## config.mk

```make
export PLATFORM = sky130hd
export DESIGN_NAME = regfile_wb_arb
export DESIGN_NICKNAME = d
export VERILOG_FILES = /design/src/rtl/regfile_wb_arb.sv
export SDC_FILE = /design/constraint.sdc
export NUM_CORES = 1
export LEC_CHECK = 0
export CAP_MARGIN = 20
export CORE_ASPECT_RATIO = 1.2
export CORE_MARGIN = 5
export CORE_UTILIZATION = 36
export DETAILED_ROUTE_END_ITERATION = 10
export GPL_TIMING_DRIVEN = 0
export PLACE_DENSITY = 0.79
export SYNTH_ARGS = -nofsm -noshare
export SYNTH_HDL_FRONTEND = slang
export SYNTH_SLANG_ARGS = --single-unit
```

## constraint.sdc

```tcl
create_clock -name clk -period 2.04 [get_ports clk]
set_clock_uncertainty 0.15 [all_clocks]
set_input_delay 0.408 -clock clk [delete_from_list [all_inputs] [get_ports clk]]
set_output_delay 0.408 -clock clk [all_outputs]
set_load 0.03 [all_outputs]
```

## src/rtl/regfile_wb_arb.sv

```systemverilog
// regfile_wb_arb: writeback arbiter and write stage for the 2R1W integer register file.
//
// Two writeback sources share the register file's single write port:
//   port 0 = ALU, port 1 = load/store unit.
// At most one source is granted per cycle, round-robin on contention. The winning write is
// registered onto wr_en/rd/dataRd and forwarded to both read ports in the same cycle.
//
// Ports:
//   clk, rst                      clock, synchronous active-high reset
//   req{0,1}_valid/_rd/_data      writeback requests (valid/ready handshake)
//   req{0,1}_ready                request accepted this cycle (0 while rst is high)
//   wr_en, rd, dataRd             registered write to the register file
//   rs1, rs2                      read indices shared with the register file
//   fwd1_hit, fwd2_hit, fwd_data  in-flight write bypass for the read ports
//   conflict_cnt                  saturating count of cycles with both ports valid

module regfile_wb_arb #(
  parameter int unsigned ADDR_W = 5,
  parameter int unsigned DATA_W = 32,
  parameter int unsigned CNT_W  = 16
) (
  input  logic              clk,
  input  logic              rst,

  input  logic              req0_valid,
  input  logic [ADDR_W-1:0] req0_rd,
  input  logic [DATA_W-1:0] req0_data,
  output logic              req0_ready,

  input  logic              req1_valid,
  input  logic [ADDR_W-1:0] req1_rd,
  input  logic [DATA_W-1:0] req1_data,
  output logic              req1_ready,

  output logic              wr_en,
  output logic [ADDR_W-1:0] rd,
  output logic [DATA_W-1:0] dataRd,

  input  logic [ADDR_W-1:0] rs1,
  input  logic [ADDR_W-1:0] rs2,
  output logic              fwd1_hit,
  output logic              fwd2_hit,
  output logic [DATA_W-1:0] fwd_data,

  output logic [CNT_W-1:0]  conflict_cnt
);

  // Round-robin pointer: names the port that wins the next conflict.
  logic              rr_ptr_q, rr_ptr_d;
  logic              wr_en_q, wr_en_d;
  logic [ADDR_W-1:0] rd_q, rd_d;
  logic [DATA_W-1:0] data_q, data_d;
  logic [CNT_W-1:0]  cnt_q, cnt_d;

  logic              gnt0, gnt1, gnt_any, conflict;
  logic [ADDR_W-1:0] sel_rd;
  logic [DATA_W-1:0] sel_data;

  // Grant
  always_comb begin
    conflict = req0_valid && req1_valid;
    gnt0     = req0_valid && (!req1_valid || !rr_ptr_q);
    gnt1     = req1_valid && (!req0_valid ||  rr_ptr_q);
    gnt_any  = gnt0 || gnt1;
    sel_rd   = gnt1 ? req1_rd   : req0_rd;
    sel_data = gnt1 ? req1_data : req0_data;
  end

  // Ready is masked during reset so nothing is consumed on the reset edge.
  assign req0_ready = gnt0 && !rst;
  assign req1_ready = gnt1 && !rst;

  // Next state
  always_comb begin
    rr_ptr_d = rr_ptr_q;
    wr_en_d  = 1'b0;
    rd_d     = '0;
    data_d   = '0;
    cnt_d    = cnt_q;

    // Any grant, contended or not, hands priority to the other port.
    if (gnt0) begin
      rr_ptr_d = 1'b1;
    end else if (gnt1) begin
      rr_ptr_d = 1'b0;
    end

    // x0 writes are consumed but leave the stage idle.
    if (gnt_any && (sel_rd != '0)) begin
      wr_en_d = 1'b1;
      rd_d    = sel_rd;
      data_d  = sel_data;
    end

    if (conflict && (cnt_q != '1)) begin
      cnt_d = cnt_q + CNT_W'(1);
    end
  end

  // State
  always_ff @(posedge clk) begin
    if (rst) begin
      rr_ptr_q <= 1'b0;
      wr_en_q  <= 1'b0;
      rd_q     <= '0;
      data_q   <= '0;
      cnt_q    <= '0;
    end else begin
      rr_ptr_q <= rr_ptr_d;
      wr_en_q  <= wr_en_d;
      rd_q     <= rd_d;
      data_q   <= data_d;
      cnt_q    <= cnt_d;
    end
  end

  // Outputs
  assign wr_en        = wr_en_q;
  assign rd           = rd_q;
  assign dataRd       = data_q;
  assign conflict_cnt = cnt_q;

  // Forwarding: x0 is never forwarded since it always reads as zero.
  assign fwd1_hit = wr_en_q && (rd_q == rs1) && (rs1 != '0);
  assign fwd2_hit = wr_en_q && (rd_q == rs2) && (rs2 != '0);
  assign fwd_data = data_q;

endmodule

```

==> results.yml <==
yosys:
  synthFlopType: "dfxtp_1"
  synth.most_common_cell: "nand2_1"
  ys_ff_latch: 55
  yosysTopAreaCellShare_pct: 42.2
  synth_edf_count: 0
  ys_warn_count: 0
  seq_area_frac_synth_pct: 42.2
  syn_nets: 416
  syn_inst: 327
  synth_common_cells: "nand2_1, dfxtp_1, a21oi_1"
  syn_area_per_cell_um2: 7.97
  async_flop_share_pct: 0
  yosys.area.top_type: "dfxtp_1"
  synth_area_um2: 2610
  ys_types: 40
  synthTopCellsByArea: "dfxtp_1, nand2_1, a21oi_1"
power:
  power_frac_clock_pct: 26.5
  p_sw_mw: 0.779
  peakVddDrop_v: 0.000349
  p_leak_nw: 2.17
  pwr-share-comb_pct: 29.9
  sw_frac_of_total_pct: 29.1
  p_seq_share_pct: 43.6
  powerDensity_nw_per_um2: 567
  p_int_mw: 1.90
setup_path:
  critPathSlowestCell: "clkdlybuf4s50_1"
  cp-startpoint: "dataRd[1]"
  rrSetupSlack_ns: 0.09
  reg2reg_from: "conflict_cnt[1]"
  ff2ff_path_depth: 6
  path_max_fanout: 2
  max_stage_delay_ns: 0.65
  cp.required_ns: 1.48
  path_delay_family: "buffers and inverters"
  path_cells: "buf_4, clkdlybuf4s50_1"
  r2r_end: "conflict_cnt[7]"
  path_class: "reg2out"
  crit_buf_inv: 2
  worstPathArrival_ns: 1.46
  cp-end-kind: "primary output"
  start_kind: "flip-flop"
  worstSetupPathDepth: 2
sta:
  final.min_clock_period_ns: 2.01
  rsz0062_at_grt: "true"
  slew_viol_final: 0
  slew_headroom_pct: 69.7
  setup-violations-final: 0
  holdWs_ns: 0.362
  worstMarginPinSlew_ns: 0.452
  fmax_mhz: 496
  fin_crit_sh_pct: 98.8
  final_hold_viol_count: 0
  timing.setup.tns_ns: 0
detailed_routing:
  detail-route-antenna-nets: 0
  vias: 2922
  vias_per_cell: 4.81
  dr.pass1.iters: 4
  drt_iter0_drc: 108
  wl_per_cell_um: 15.9
  routed_wl_mm: 9.65
  drc: 0
floorplan:
  die_area_um2: 9050
  die_w_um: 87.7
  coreArea_um2: 7150
  num_rows: 34
  io_pins: 178
  die_y_um: 103
  initial_core_util_pct: 36.5
clock_tree:
  cts_buffers: 5
  clockBufferDepth: 2
  clk-insertion-delay-late_ns: 0.30
  cts.sinks: 55
  ctsHtreeMaxLevel: 2
  tritoncts: "yes"
  cts-root-buf: "clkbuf_8"
  clk_pin_slew_worst_paths_ns: 0.09
global_routing:
  grt_max_degree: 17
  gr-total-overflow: 0
  grt_pass1_wl_mm: 14.1
  grt_use_total_pct: 20.0
  grt_pass1_vias: 2738
  antenna_found_initial: 0
final_layout:
  diodes: 0
  drive_gt1_share_pct: 15.3
  syn_to_final_growth_pct: 81.1
  final_util_pct: 66.1
  final_cell_area_um2: 4720
  fin_nets: 606
  final_cells: 607
place:
  globalplace.congestion: 0.910
  dp_hpwl_mm: 7.82
  post_dp_cell_area_um2: 4500
  port_buffers: 177
  dp_cells: 594
job:
  drv_cap: 0
min_path:
  hp-start: "conflict_cnt[15]"
  whs_endpoint: "conflict_cnt[15]"
  min_path_cells: 2
  hold_path_class: "reg2reg"
status:
  outcome: "complete, no violations"
cells in the final DEF, fill, tap and decap left out, drive strengths merged, types with 8 or more instances in the layout:
| master | instances |
|---|---|
| clkdlybuf4s50 | 145 |
| nand2 | 81 |
| dfxtp | 55 |
| a21oi | 52 |
| buf | 50 |
| dlymetal6s2s | 18 |
| o21ai | 12 |
| clkbuf | 11 |
| dlygate4sd2 | 10 |
| or3 | 9 |
| nor3 | 8 |
worst reg2reg max path: stages, from the launching register on:
cell,delay [ns]
dfxtp_1,0.39
ha_2,0.23
nand4_1,0.18
nor4_4,0.41
buf_4,0.18
nor4_1,0.04
mux2_2,0.27
through the flow:
| step | power (mW) | setup WS (ns) |
|---|---|---|
| finish | 2.68 | 0.0253 |
| global route | 2.79 | -0.0193 |
| CTS | 2.70 | 0.00145 |
| detailed placement | 1.99 | -1.03 |
| global placement | 1.98 | -0.996 |
| floorplan | 1.58 | 0.0907 |
routing by layer:
| metal | GRT usage [%] | wire [um] | vias up |
|---|---|---|---|
| met3 | 5.39 | 839 | 12 |
| met2 | 37.4 | 5080 | 116 |
| li1 | - | - | 1464 |
| met1 | 22.3 | 3540 | 1330 |
| met5 | 0 | 0 | - |
| met4 | 5.31 | 186 | 0 |
power groups by stage:
| stage | combinational [mW] | sequential (mW) | clock, mW |
|---|---|---|---|
| floorplan | 0.294 | 1.29 | 0 |
| global placement | 0.787 | 1.19 | 0 |
| detailed placement | 0.799 | 1.19 | 0 |
| CTS | 0.804 | 1.17 | 0.728 |
| global route | 0.851 | 1.18 | 0.766 |
| finish | 0.800 | 1.17 | 0.710 |
sequential cells by signal (all words and copies together), names as in the netlist:
| signal | flops |
|---|---|
| dataRd | 32 |
| conflict_cnt | 16 |
| rd | 5 |
| rr_ptr_q | 1 |
| wr_en | 1 |
worst max path at each step:
| stage | end | slack (ns) |
|---|---|---|
| after detailed placement | req1_ready | -1.03 |
| final | fwd_data[1] | 0.03 |
| after floorplan | conflict_cnt[6] | 0.09 |
| after global routing | fwd2_hit | -0.02 |
| after global placement | req1_ready | -1.0 |
| after CTS | fwd_data[15] | 0.001 |
final cells by class:
| cell class | count | area, um^2 |
|---|---|---|
| fill | 588 | 2420 |
| timing repair buffer | 183 | 1840 |
| multi-input combinational | 221 | 1210 |
| sequential | 55 | 1110 |
| buffer | 46 | 335 |
| tap | 90 | 113 |
| clock buffer | 5 | 68.8 |
| clock inverter | 2 | 37.5 |
| inverter | 5 | 18.8 |
timing repair:
action,4_1_cts,5_1_grt
hold buffers,0,0
resized for setup,42,29
pin swaps,4,6
endpoints found under the setup margin,6,29
buffers inserted,3,3
cell families after synthesis:
| logic type | count (synthesis) | share of synthesized area (%) |
|---|---|---|
| fa+ha+maj | 1 | 0.480 |
| xor+xnor | 9 | 3.02 |
| flops | 55 | 42.2 |
| mux | 1 | 0.432 |
| compound gates | 76 | 16.2 |
| simple gates | 134 | 25.0 |
| buf+inv | 51 | 12.6 |
Note: power is estimated with default switching activity, not from simulation.
